### src/rtl/jk_reg_bank_pkg.sv
`default_nettype none
// ============================================================================
//  Module   : jk_reg_bank_pkg
//  Purpose  : Shared mode encodings for the JK register bank.
//             MODE_JK = 00, MODE_D = 01, MODE_T = 10, MODE_SR = 11.
//  Revision : 1.0 - initial release
// ============================================================================
package jk_reg_bank_pkg;

    typedef enum logic [1:0] {
        MODE_JK = 2'b00,
        MODE_D  = 2'b01,
        MODE_T  = 2'b10,
        MODE_SR = 2'b11
    } mode_e;

endpackage : jk_reg_bank_pkg
`default_nettype wire

### src/rtl/jk_bit_next.sv
`default_nettype none
// ============================================================================
//  Module   : jk_bit_next
//  Purpose  : Combinational next-state function for one flip-flop bit.
//             Handles the JK, D, T and SR behaviours. It also flags the SR
//             case where S and R are both 1.
//  Ports    : i_q       - current bit state
//             i_j       - J / D / T / S operand
//             i_k       - K / R operand (unused in D and T modes)
//             i_mode    - operating mode
//             o_q_next  - next bit state
//             o_sr_viol - high when mode is SR and S = R = 1
//  Revision : 1.0 - initial release
// ============================================================================
import jk_reg_bank_pkg::*;

module jk_bit_next (
    input  logic  i_q,
    input  logic  i_j,
    input  logic  i_k,
    input  mode_e i_mode,
    output logic  o_q_next,
    output logic  o_sr_viol
);

    always_comb begin
        o_q_next  = i_q;
        o_sr_viol = 1'b0;
        case (i_mode)
            MODE_JK: begin
                case ({i_j, i_k})
                    2'b01:   o_q_next = 1'b0;
                    2'b10:   o_q_next = 1'b1;
                    2'b11:   o_q_next = ~i_q;
                    default: o_q_next = i_q;
                endcase
            end
            MODE_D:  o_q_next = i_j;
            MODE_T:  o_q_next = i_q ^ i_j;
            MODE_SR: begin
                case ({i_j, i_k})
                    2'b01:   o_q_next = 1'b0;
                    2'b10:   o_q_next = 1'b1;
                    // S = R = 1: the bit holds and the violation is reported
                    2'b11:   o_sr_viol = 1'b1;
                    default: o_q_next = i_q;
                endcase
            end
            default: o_q_next = i_q;
        endcase
    end

endmodule : jk_bit_next
`default_nettype wire

### src/rtl/jk_reg_bank.sv
`default_nettype none
// ============================================================================
//  Module   : jk_reg_bank
//  Purpose  : WIDTH-bit multi-mode flip-flop bank (JK / D / T / SR) with
//             synchronous clear and load, a change flag, a saturating change
//             counter and a sticky SR-violation flag.
//             Priority on each edge is clr, then load, then en.
//  Ports    : clk, reset (async, active-high)
//             j, k, mode, en    - per-bit operands and update control
//             clr, load, d_load - synchronous clear / parallel load
//             err_clr           - clears chg_cnt and sr_err
//             q, qb             - bank state and its complement
//             changed, chg_cnt  - change flag and saturating change count
//             sr_err            - sticky SR S=R=1 flag
//  Revision : 1.0 - initial release
// ============================================================================
import jk_reg_bank_pkg::*;

module jk_reg_bank #(
    parameter int               WIDTH     = 8,
    parameter int               CNT_W     = 8,
    parameter logic [WIDTH-1:0] RESET_VAL = '0
) (
    input  logic             clk,
    input  logic             reset,
    input  logic [WIDTH-1:0] j,
    input  logic [WIDTH-1:0] k,
    input  mode_e            mode,
    input  logic             en,
    input  logic             clr,
    input  logic             load,
    input  logic [WIDTH-1:0] d_load,
    input  logic             err_clr,
    output logic [WIDTH-1:0] q,
    output logic [WIDTH-1:0] qb,
    output logic             changed,
    output logic [CNT_W-1:0] chg_cnt,
    output logic             sr_err
);

    localparam logic [CNT_W-1:0] c_CNT_MAX = '1;
    localparam logic [CNT_W-1:0] c_CNT_ONE = CNT_W'(1);

    logic [WIDTH-1:0] r_q;
    logic             r_changed;
    logic [CNT_W-1:0] r_cnt;
    logic             r_sr_err;

    logic [WIDTH-1:0] w_bit_next;
    logic [WIDTH-1:0] w_bit_viol;
    logic [WIDTH-1:0] w_q_next;
    logic             w_changed;
    logic             w_sr_set;

    generate
        for (genvar gi = 0; gi < WIDTH; gi++) begin : g_bits
            jk_bit_next u_bit (
                .i_q       (r_q[gi]),
                .i_j       (j[gi]),
                .i_k       (k[gi]),
                .i_mode    (mode),
                .o_q_next  (w_bit_next[gi]),
                .o_sr_viol (w_bit_viol[gi])
            );
        end
    endgenerate

    always_comb begin
        w_q_next = r_q;
        if (clr)
            w_q_next = '0;
        else if (load)
            w_q_next = d_load;
        else if (en)
            w_q_next = w_bit_next;
    end

    // A violation only counts when the per-bit logic actually drives q.
    assign w_sr_set  = en & ~clr & ~load & (mode == MODE_SR) & (|w_bit_viol);
    assign w_changed = (w_q_next != r_q);

    always_ff @(posedge clk or posedge reset) begin
        if (reset) begin
            r_q       <= RESET_VAL;
            r_changed <= 1'b0;
            r_cnt     <= '0;
            r_sr_err  <= 1'b0;
        end else begin
            r_q       <= w_q_next;
            r_changed <= w_changed;

            // err_clr restarts the count, so a change on the same edge gives 1
            if (err_clr)
                r_cnt <= w_changed ? c_CNT_ONE : '0;
            else if (w_changed && (r_cnt != c_CNT_MAX))
                r_cnt <= r_cnt + c_CNT_ONE;

            // A new violation beats err_clr on the same edge
            if (w_sr_set)
                r_sr_err <= 1'b1;
            else if (err_clr)
                r_sr_err <= 1'b0;
        end
    end

    assign q       = r_q;
    assign qb      = ~r_q;
    assign changed = r_changed;
    assign chg_cnt = r_cnt;
    assign sr_err  = r_sr_err;

endmodule : jk_reg_bank
`default_nettype wire

### config.mk
export PLATFORM = sky130hd
export DESIGN_NAME = jk_reg_bank
export DESIGN_NICKNAME = d
export VERILOG_FILES = /design/src/rtl/jk_reg_bank_pkg.sv /design/src/rtl/jk_bit_next.sv /design/src/rtl/jk_reg_bank.sv
export SDC_FILE = /design/constraint.sdc
export NUM_CORES = 1
export LEC_CHECK = 0
export ABC_AREA = 0
export CORE_ASPECT_RATIO = 0.75
export CORE_UTILIZATION = 49
export DETAILED_ROUTE_END_ITERATION = 6
export GPL_TIMING_DRIVEN = 0
export PLACE_DENSITY = 0.81
export SETUP_SLACK_MARGIN = 0.3
export SLEW_MARGIN = 20
export SYNTH_ARGS = -nofsm -noshare
export SYNTH_HDL_FRONTEND = slang
export SYNTH_SLANG_ARGS = --single-unit
export TNS_END_PERCENT = 20
### constraint.sdc
create_clock -name clk -period 2.9 [get_ports clk]
set_input_delay 0.58 -clock clk [delete_from_list [all_inputs] [get_ports clk]]
set_output_delay 0.58 -clock clk [all_outputs]
set_load 0.01 [all_outputs]
==> results of run 1 <==
synthesized netlist by cell type, types with 3 or more instances:
cell type,number,area share [%]
a2111oi_0,3,1.2
a211oi_1,8,2.8
a21o_1,3,1.1
a21oi_1,14,3.3
a31oi_1,3,0.89
and3_1,5,1.5
buf_4,9,3.2
clkbuf_1,6,1.1
dfrtp_1,18,21
ha_1,17,10
inv_1,20,3.6
inv_2,3,0.53
mux2_1,7,3.7
mux2i_1,7,3.3
nand2_1,12,2.1
nand2b_1,7,2.1
nand3_1,6,1.4
nand3_2,3,1.4
nand3b_1,5,1.8
nor2_1,19,3.4
nor2b_1,14,4.1
nor3_1,11,2.6
nor4_1,4,1.2
o21ai_0,5,1.2
o21ai_1,3,0.71
o22ai_1,5,1.5
power by group:
| part | internal (mW) | switching, mW | total (mW) |
|---|---|---|---|
| Sequential | 0.271 | 0.0376 | 0.309 |
| Clock | 0.121 | 0.0934 | 0.214 |
| Combinational | 0.253 | 0.232 | 0.485 |
| Total | 0.645 | 0.363 | 1.01 |
repair_timing:
action / in CTS / in global routing
resized for setup: 89 / 52
buffers inserted: 17 / 3
pin swaps: 18 / 16
endpoints found under the setup margin: 9 / 9
endpoints found under the hold margin: 0 / 0
registers in the layout (all words and copies together), names as in the netlist:
name     count
q            8
chg_cnt      8
changed      1
sr_err       1
final timing paths:
| check | start | to | cells after the start |
|---|---|---|---|
| setup / recovery | k[0] | chg_cnt[1]$_DFFE_PP0P_ | 13 |
| hold / removal | sr_err$_DFFE_PP0P_ | sr_err$_DFFE_PP0P_ | 1 |
| setup reg to reg | q[4]$_DFF_PP0_ | chg_cnt[1]$_DFFE_PP0P_ | 10 |
| hold reg to reg | sr_err$_DFFE_PP0P_ | sr_err$_DFFE_PP0P_ | 1 |
| max in group asynchronous | reset | q[6]$_DFF_PP0_ | 2 |
| min in group asynchronous | reset | chg_cnt[6]$_DFFE_PP0P_ | 2 |
logic make-up after synthesis:
family                   share of synthesized area [%]
adder cells (fa/ha/maj)                           10.1
AO/OA/AOI/OAI                                     22.6
buffers and inverters                             11.0
multiplexers                                      8.11
XOR/XNOR                                         0.415
AND/OR/NAND/NOR                                   26.5
flip-flops                                        21.3
cell type report:
class	count	area [sq um]	area share, %
buffer	20	166	5.13
clock buffer	4	55.1	1.70
inverter	24	109	3.36
multi-input combinational	197	1660	51.2
sequential	18	453	14.0
tap	55	68.8	2.12
timing repair buffer	76	731	22.5
metal layers:
| layer | track usage [%] | vias up | routed length (um) | part of all wire [%] |
|---|---|---|---|---|
| met3 | 7.13 | 20 | 781 | 11 |
| met5 | 0 | - | 0 | 0 |
| li1 | - | 1112 | - | - |
| met1 | 44.3 | 1137 | 3090 | 43 |
| met4 | 5.66 | 0 | 146 | 2.0 |
| met2 | 44.9 | 167 | 3110 | 44 |
through the flow:
| stage | utilization (%) | hold slack [ns] | worst slack [ns] | std cells | TNS [ns] |
|---|---|---|---|---|---|
| final | 79.0 | 0.484 | 0.264 | 394 | 0 |
| after CTS | 75.2 | 0.485 | 0.280 | 391 | 0 |
| after global placement | 68.2 | 0.468 | -0.679 | 370 | -5.06 |
| after detailed placement | 68.2 | 0.469 | -0.671 | 370 | -4.97 |
| after floorplan | - | 0.519 | 0.278 | 259 | 0 |
| after global routing | 79.0 | 0.505 | 0.231 | 394 | 0 |
==> out/metrics.cfg, run 1 <==
[cts]
cts_max_level = 1
path_clk_slew_ns = 0.08
cts_tree = yes
clockBufferDepth = 2
worstSkewPairLatency_ns = 0.26
ctsRootBufferMaster = clkbuf_8
cts_buffers = 3
hold_buffers = 0
clock-sinks = 18

[floorplanning]
core_area_sq_um = 4100
die_w_um = 77.8
die_h_um = 58.9
std_cell_rows = 20
dieArea_sq_um = 4580
ioPinCount = 58
initial_core_util_pct = 51.5

[worst_setup_path]
critPathKind = primary input to register
cp.arrival_ns = 2.84
slowest_stage = o41ai_4
cp_top_family = compound AO/OA/AOI/OAI gates
cp-start-kind = primary input
worst-path-max-fanout = 8
worstPathRequired_ns = 3.10
crit_path_cell_trace = buf_6 -> inv_4 -> ha_4 -> nor2b_2 -> a221oi_2 -> nand2b_1 -> nand3b_1 -> o41ai_4 -> nand4_4 -> buf_8 -> buf_4 -> a21oi_1 -> a41o_1
cpPeakStageDelay_ns = 0.44
r2r_setup_slack_ns = 0.36
cp.buffers_inverters = 4
crit_path_end_kind = register

[timing]
tightest_slew_ns = 0.699
relSlewSlack_pct = 53.3
slew_viol_final = 0
fin_crit_sh_pct = 90.9
finalSetupViolations = 0
rsz0062_at_grt = yes
final_hold_viol_count = 0
skew_ns = 0.00427
min_period_ns = 2.64
fmax_mhz = 379

[place]
placed_area_sq_um = 2800
dp_hpwl_um = 4930
placement.io_buffers = 56
gp_congestion = 0.928

[logic_synthesis]
synth-edff-count = 0
synth_cell_type_count = 57
async_reset_ff_share_pct = 100
synth-seq-cells = 18
synth_fp_nets = 308
synth_seq_area_share_pct = 21.3
syn_area_sq_um = 2110
synth_area_per_cell_sq_um = 8.16
ys.flop_type = dfrtp_1
syn_inst = 259
synth_warnings = 0

[grt]
grt_usage_pct = 30.1
grt.overflow.total = 0
antenna_found_initial = 0
grt_pass1_wl_um = 10700
grt_pass1_vias = 2152
grt_max_degree = 19

[power_and_ir_drop]
power.total_mw = 1.01
leakage_nw = 1.48
peakVddDrop_mv = 0.201
powerDensity_nw_per_um2 = 311

[routing]
dr_total_vias = 2436
vias_per_cell = 6.18
antenna_left = 0
first_iter_violations = 262
routed_wirelength_um = 7130
drc_errors = 0
drt_first_pass_iters = 5
wl_per_cell_um = 18.1

[final_layout]
area_growth_syn_to_layout_pct = 53.4
postLayoutCellArea_sq_um = 3240
final_common_cell = clkdlybuf4s50_1
final_cell_mix = clkdlybuf4s50_1 (29), buf_4 (27), nor2_1 (18)
nNetsFinal = 389
n_antenna_cell = 0
nFillCells = 278
drive_above_1_share_pct = 32.2

[run_status]
status = finished, final reports clean

[min_path]
hp-class = register to register

[run]
maxCapViolCount = 0

(Power assumes the default switching activity.)
==> run 2, diff against run 1 <==
==> constraint.sdc (replaced) <==
create_clock -name clk -period 2.9 [get_ports clk]
set_input_delay 0.435 -clock clk [delete_from_list [all_inputs] [get_ports clk]]
set_output_delay 0.435 -clock clk [all_outputs]
set_load 0.01 [all_outputs]
==> run 2 against run 1 <==
Sequential power decreased by 1%. Die area unchanged. Maximum frequency decreased by 1.1%. Core utilization decreased by 7.1 points. Combinational power decreased by 12%. Clock-buffer cell count decreased by 1. Sequential share of layout area increased by 1.3 points. Final area decreased by 9.0%. Sequential cell count unchanged. Routed wire length decreased by 13%. Highest routed layer unchanged.
==> out/metrics.cfg, run 2 (synthesized netlist as in run 1, its figures left out) <==
[run_status]
status = finished, final reports clean  ; unchanged

[cts]
cts_max_level = 1  ; unchanged
hold_buffers = 0  ; unchanged
worstSkewPairLatency_ns = 0.26  ; about the same
cts_buffers = 3  ; unchanged
ctsRootBufferMaster = clkbuf_8  ; unchanged
cts_tree = yes  ; unchanged
clock-sinks = 18  ; unchanged
path_clk_slew_ns = 0.06  ; was 0.08 ns
clockBufferDepth = 2  ; unchanged

[grt]
grt_usage_pct = 28.1  ; was 30.1%
grt_pass1_wl_um = 9920  ; was 10,700 um
antenna_found_initial = 0  ; unchanged
grt_max_degree = 19  ; unchanged
grt_pass1_vias = 2048  ; was 2,152
grt.overflow.total = 0  ; unchanged

[power_and_ir_drop]
p_sw_uw = 320  ; was 363 uW
internal_power_uw = 590  ; was 645 uW
seq_power_share_pct = 33.5  ; was 30.6%
p_comb_share_pct = 47.2  ; was 48.1%
clkPwrFrac_pct = 19.3  ; was 21.3%
powerDensity_nw_per_um2 = 309  ; was 311 nW/um^2
leakage_nw = 1.35  ; was 1.48 nW
swShare_pct = 35.2  ; was 36.0%
peakVddDrop_mv = 0.282  ; was 0.201 mV

[floorplanning]
dieArea_sq_um = 4580  ; unchanged
die_w_um = 77.8  ; unchanged
core_area_sq_um = 4100  ; unchanged
die_h_um = 58.9  ; unchanged
ioPinCount = 58  ; unchanged
std_cell_rows = 20  ; unchanged
initial_core_util_pct = 51.5  ; unchanged

[timing]
skew_ns = 0.00106  ; was 0.00427 ns
finalSetupViolations = 0  ; unchanged
timing.hold.ws_ns = 0.514  ; was 0.484 ns
final_hold_viol_count = 0  ; unchanged
fmax_mhz = 375  ; was 379 MHz
relSlewSlack_pct = 53.9  ; was 53.3%
slew_viol_final = 0  ; unchanged
fin_crit_sh_pct = 91.9  ; was 90.9%
tightest_slew_ns = 0.691  ; was 0.699 ns
fin_tns_setup_ns = 0  ; unchanged
rsz0062_at_grt = yes  ; unchanged
min_period_ns = 2.67  ; was 2.64 ns

[routing]
drc_errors = 0  ; unchanged
first_iter_violations = 272  ; was 262
dr_total_vias = 2266  ; was 2,436
antenna_left = 0  ; unchanged
vias_per_cell = 5.87  ; was 6.18
wl_per_cell_um = 16.1  ; was 18.1 um
routed_wirelength_um = 6200  ; was 7130 um
drt_first_pass_iters = 7  ; was 5

[worst_setup_path]
slowest_stage = o41ai_4  ; unchanged
worst-path-max-fanout = 8  ; unchanged
cp.buffers_inverters = 3  ; was 4
worstPathRequired_ns = 3.05  ; was 3.10 ns
cpPeakStageDelay_ns = 0.44  ; about the same
cp.arrival_ns = 2.81  ; was 2.84 ns
cp_top_family = compound AO/OA/AOI/OAI gates  ; unchanged
crit_path_end_kind = register  ; unchanged
critPathKind = primary input to register  ; unchanged
cp-start-kind = primary input  ; unchanged
crit_path_cell_trace = clkdlybuf4s15_2 -> nor2b_4 -> buf_4 -> a31o_1 -> a211oi_2 -> o32ai_2 -> o41ai_4 -> nand4_2 -> buf_6 -> nand3_2 -> mux2_4  ; was buf_6 -> inv_4 -> ha_4 -> nor2b_2 -> a221oi_2 -> nand2b_1 -> nand3b_1 -> o41ai_4 -> nand4_4 -> buf_8 -> buf_4 -> a21oi_1 -> a41o_1

[final_layout]
area_growth_syn_to_layout_pct = 39.6  ; was 53.4%
fin_util_pct = 71.9  ; was 79.0%
multi_input_area_sq_um = 1510  ; was 1660 sq um
n_antenna_cell = 0  ; unchanged
nNetsFinal = 382  ; was 389
final_common_cell = clkdlybuf4s50_1  ; unchanged
drive_above_1_share_pct = 21.1  ; was 32.2%
final_cell_mix = clkdlybuf4s50_1 (41), buf_4 (24), inv_1 (19)  ; was clkdlybuf4s50_1 (29), buf_4 (27), nor2_1 (18)
regArea_sq_um = 452  ; was 453 sq um
nFillCells = 352  ; was 278

[run]
maxCapViolCount = 0  ; unchanged

[place]
gp_congestion = 0.885  ; was 0.928
dp_hpwl_um = 4670  ; was 4930 um
placement.io_buffers = 56  ; unchanged

[min_path]
hp-class = register to register  ; unchanged

## run 2: worst reg2reg max path: stages, from the launching register on
cell and delay (ns):
dfrtp_2 0.44, nor3_1 0.07, a31o_1 0.19, a211oi_2 0.28
mux2_4 0.35, o41ai_4 0.40, nand4_2 0.21, buf_6 0.19
nand3_2 0.07, mux2_4 0.31
## run 2: repair_timing
action                     in CTS  in global routing
resized for setup              39                 19
pin swaps                      11                 11
setup endpoints to repair       9                  9
gates cloned                    0                  0
buffers inserted               10                  3
## run 2: power by group through the flow
| stage | clock network (mW) | logic, mW | registers [mW] |
|---|---|---|---|
| after floorplan | 0 | 0.214 | 0.305 |
| after global placement | 0 | 0.372 | 0.308 |
| after detailed placement | 0 | 0.378 | 0.309 |
| after CTS | 0.180 | 0.410 | 0.304 |
| after global routing | 0.188 | 0.462 | 0.309 |
| final | 0.176 | 0.429 | 0.305 |
## run 2: layer usage
| metal | vias up | wire length, um | GRT usage, % |
|---|---|---|---|
| met5 | - | 0 | 0 |
| met4 | 0 | 40 | 4.04 |
| met3 | 6 | 478 | 5.27 |
| met2 | 96 | 2700 | 44.0 |
| met1 | 1074 | 2980 | 40.9 |
| li1 | 1090 | - | - |
## run 2: cell type report
| type | instances | area share (%) |
|---|---|---|
| Inverter | 24 | 3.14 |
| Sequential cell | 18 | 15.3 |
| Multi-Input combinational cell | 197 | 51.1 |
| Tap cell | 55 | 2.33 |
| Clock buffer | 3 | 1.40 |
| Timing Repair Buffer | 69 | 21.6 |
| Buffer | 20 | 5.13 |
## run 2: path summary, 6_finish.rpt
kind                                         start                endpoint  slack (ns)  depth (start not counted)
worst max-delay path                       mode[1]  chg_cnt[3]$_DFFE_PP0P_        0.23                         11
worst min-delay path            sr_err$_DFFE_PP0P_      sr_err$_DFFE_PP0P_        0.51                          1
worst max register to register      q[6]$_DFF_PP0_  chg_cnt[3]$_DFFE_PP0P_        0.28                          9
worst min register to register  sr_err$_DFFE_PP0P_      sr_err$_DFFE_PP0P_        0.51                          1
max in group asynchronous                    reset          q[6]$_DFF_PP0_        1.84                          2
min in group asynchronous                    reset  chg_cnt[2]$_DFFE_PP0P_        0.58                          2
## run 2: per-stage QoR
step | instances | setup slack [ns] | cell area [sq um] | total power [mW]
floorplan | 259 | 0.330 | 2120 | 0.518
global placement | 370 | -0.545 | 2750 | 0.680
detailed placement | 370 | -0.583 | 2750 | 0.687
CTS | 383 | 0.265 | 2900 | 0.894
global route | 386 | 0.181 | 2950 | 0.959
finish | 386 | 0.235 | 2950 | 0.910
==> run 3, diff against run 2 <==
Settings changed: CORE_MARGIN set to 5.
==> run 3 against run 2 <==
First-iteration DRC count down 35%. Hold slack got worse by 0.016 ns. Setup slack improved by 0.016 ns. Routed wire length up 11%. Maximum frequency is 0.60% higher. Non-clock buffer count grew 10. Global-route usage is 4.4 points lower. Sequential cell count unchanged. Sequential share of layout area decreased by 0.60 points. Register-to-register slack got worse by 0.03 ns. Combinational power is 7.7% higher. Sequential power is essentially flat. Largest cell class unchanged. Highest routed layer unchanged.
==> out/metrics.cfg, run 3 (synthesized netlist as in run 1, its figures left out) <==
[run_status]
status = finished, final reports clean  ; unchanged

[worst_setup_path]
cp-start-kind = register  ; was primary input
crit_path_cell_trace = nor3_1 -> a31o_1 -> a211oi_2 -> buf_4 -> buf_4 -> nor4b_4 -> o41ai_4 -> nand4_2 -> buf_6 -> buf_4 -> nand2_1 -> a32o_1  ; was clkdlybuf4s15_2 -> nor2b_4 -> buf_4 -> a31o_1 -> a211oi_2 -> o32ai_2 -> o41ai_4 -> nand4_2 -> buf_6 -> nand3_2 -> mux2_4
crit_path_end_kind = register  ; unchanged
worstPathRequired_ns = 3.05  ; about the same
cp.arrival_ns = 2.80  ; was 2.81 ns
critPathKind = register to register  ; was primary input to register
worst-path-max-fanout = 7  ; was 8
cp_top_family = compound AO/OA/AOI/OAI gates  ; unchanged
slowest_stage = dfrtp_1  ; was o41ai_4
cpPeakStageDelay_ns = 0.55  ; was 0.44 ns
cp.buffers_inverters = 4  ; was 3
r2r_setup_slack_ns = 0.25  ; was 0.28 ns
cp_common_cell = buf_4

[floorplanning]
die_h_um = 66.9  ; was 58.9 um
initial_core_util_pct = 51.5  ; unchanged
std_cell_rows = 20  ; unchanged
core_area_sq_um = 4100  ; unchanged
dieArea_sq_um = 5740  ; was 4580 sq um
die_w_um = 85.8  ; was 77.8 um
ioPinCount = 58  ; unchanged

[routing]
antenna_left = 0  ; unchanged
wl_per_cell_um = 17.4  ; was 16.1 um
drc_errors = 0  ; unchanged
drt_first_pass_iters = 5  ; was 7
dr_total_vias = 2377  ; was 2,266
first_iter_violations = 178  ; was 272
routed_wirelength_um = 6910  ; was 6200 um
vias_per_cell = 5.99  ; was 5.87

[final_layout]
area_growth_syn_to_layout_pct = 45.2  ; was 39.6%
nNetsFinal = 392  ; was 382
final_common_cell = clkdlybuf4s50_1  ; unchanged
nFillCells = 329  ; was 352
postLayoutCellArea_sq_um = 3070  ; was 2950 sq um
fin_util_pct = 74.8  ; was 71.9%
final_cell_mix = clkdlybuf4s50_1 (41), buf_4 (32), nor2_1 (19)  ; was clkdlybuf4s50_1 (41), buf_4 (24), inv_1 (19)
drive_above_1_share_pct = 25.7  ; was 21.1%
n_antenna_cell = 0  ; unchanged

[timing]
fin_tns_setup_ns = 0  ; unchanged
relSlewSlack_pct = 55.0  ; was 53.9%
final_hold_viol_count = 0  ; unchanged
setup_ws_ns = 0.251  ; was 0.235 ns
finalSetupViolations = 0  ; unchanged
skew_ns = 0.00118  ; was 0.00106 ns
rsz0062_at_grt = yes  ; unchanged
tightest_slew_ns = 0.675  ; was 0.691 ns
slew_viol_final = 0  ; unchanged
fmax_mhz = 377  ; was 375 MHz
min_period_ns = 2.65  ; was 2.67 ns
fin_crit_sh_pct = 91.4  ; was 91.9%

[run]
maxCapViolCount = 0  ; unchanged

[min_path]
hp-class = register to register  ; unchanged

[cts]
cts_max_level = 1  ; unchanged
clock-sinks = 18  ; unchanged
worstSkewPairLatency_ns = 0.26  ; about the same
cts_tree = yes  ; unchanged
ctsRootBufferMaster = clkbuf_8  ; unchanged
clockBufferDepth = 2  ; unchanged
cts_buffers = 3  ; unchanged
path_clk_slew_ns = 0.07  ; was 0.06 ns

[place]
gp_congestion = 0.916  ; was 0.885
dp_hpwl_um = 4800  ; was 4670 um
pre_cts_ws_ns = -0.560  ; was -0.583 ns
placed_area_sq_um = 2750  ; unchanged
placement.io_buffers = 56  ; unchanged

[power_and_ir_drop]
peakVddDrop_mv = 0.271  ; was 0.282 mV
leakage_nw = 1.39  ; was 1.35 nW
powerDensity_nw_per_um2 = 318  ; was 309 nW/um^2
power.total_uw = 976  ; was 910 uW

[grt]
grt_pass1_wl_um = 10600  ; was 9920 um
grt.overflow.total = 0  ; unchanged
antenna_found_initial = 0  ; unchanged
grt_pass1_vias = 2172  ; was 2,048
grt_max_degree = 19  ; unchanged
grt_usage_pct = 23.7  ; was 28.1%

[run 3: area by class of cell]
class                   instances  area [sq um]  share of cell area [%]
plain buffers                  20           151                    4.93
clock buffers                   4          55.1                    1.79
inverters                      24          90.1                    2.94
multi-input cells             197          1550                    50.5
flip-flops and latches         18           452                    14.7
well taps                      55          68.8                    2.24
repair buffers                 79           703                    22.9
[run 3: worst register-to-register path: stages (launching register included)]
cell and delay (ns):
dfrtp_1 0.55, nor3_1 0.08, a31o_1 0.20, a211oi_2 0.32, buf_4 0.18, buf_4 0.10
nor4b_4 0.26, o41ai_4 0.12, nand4_2 0.15, buf_6 0.15, buf_4 0.12, nand2_1 0.05
a32o_1 0.27
[run 3: worst paths after layout]
path | startpoint | to | cells after the start
setup reg to reg | q[4]$_DFF_PP0_ | chg_cnt[0]$_DFFE_PP0P_ | 12
min in group asynchronous | reset | q[4]$_DFF_PP0_ | 2
max in group asynchronous | reset | q[6]$_DFF_PP0_ | 2
setup / recovery | q[4]$_DFF_PP0_ | chg_cnt[0]$_DFFE_PP0P_ | 12
hold / removal | sr_err$_DFFE_PP0P_ | sr_err$_DFFE_PP0P_ | 1
hold reg to reg | sr_err$_DFFE_PP0P_ | sr_err$_DFFE_PP0P_ | 1
[run 3: where the power goes]
group	leakage, nW	switching, mW	internal [mW]
combinational	1.13	0.217	0.245
clock	0.0288	0.0878	0.121
sequential	0.232	0.0346	0.271
[run 3: stage by stage]
stage,std cells,hold WS (ns)
floorplan,259,0.374
global placement,370,0.486
detailed placement,370,0.496
CTS,387,0.507
global route,397,0.524
finish,397,0.497
[run 3: timing repair]
item	4_1_cts	5_1_grt
setup buffers	13	10
endpoints found under the setup margin	9	9
hold endpoints to repair	0	0
cloned	0	0
resized for setup	45	25
pin swaps	13	13
hold buffers	0	0
[run 3: layer usage]
metal  track usage (%)  share of wire [%]  routed length, um
met1              31.6                 43               3000
met2              38.6                 46               3180
met3              5.81                9.5                657
met4              5.73                1.1                 79
met5                 0                  0                  0
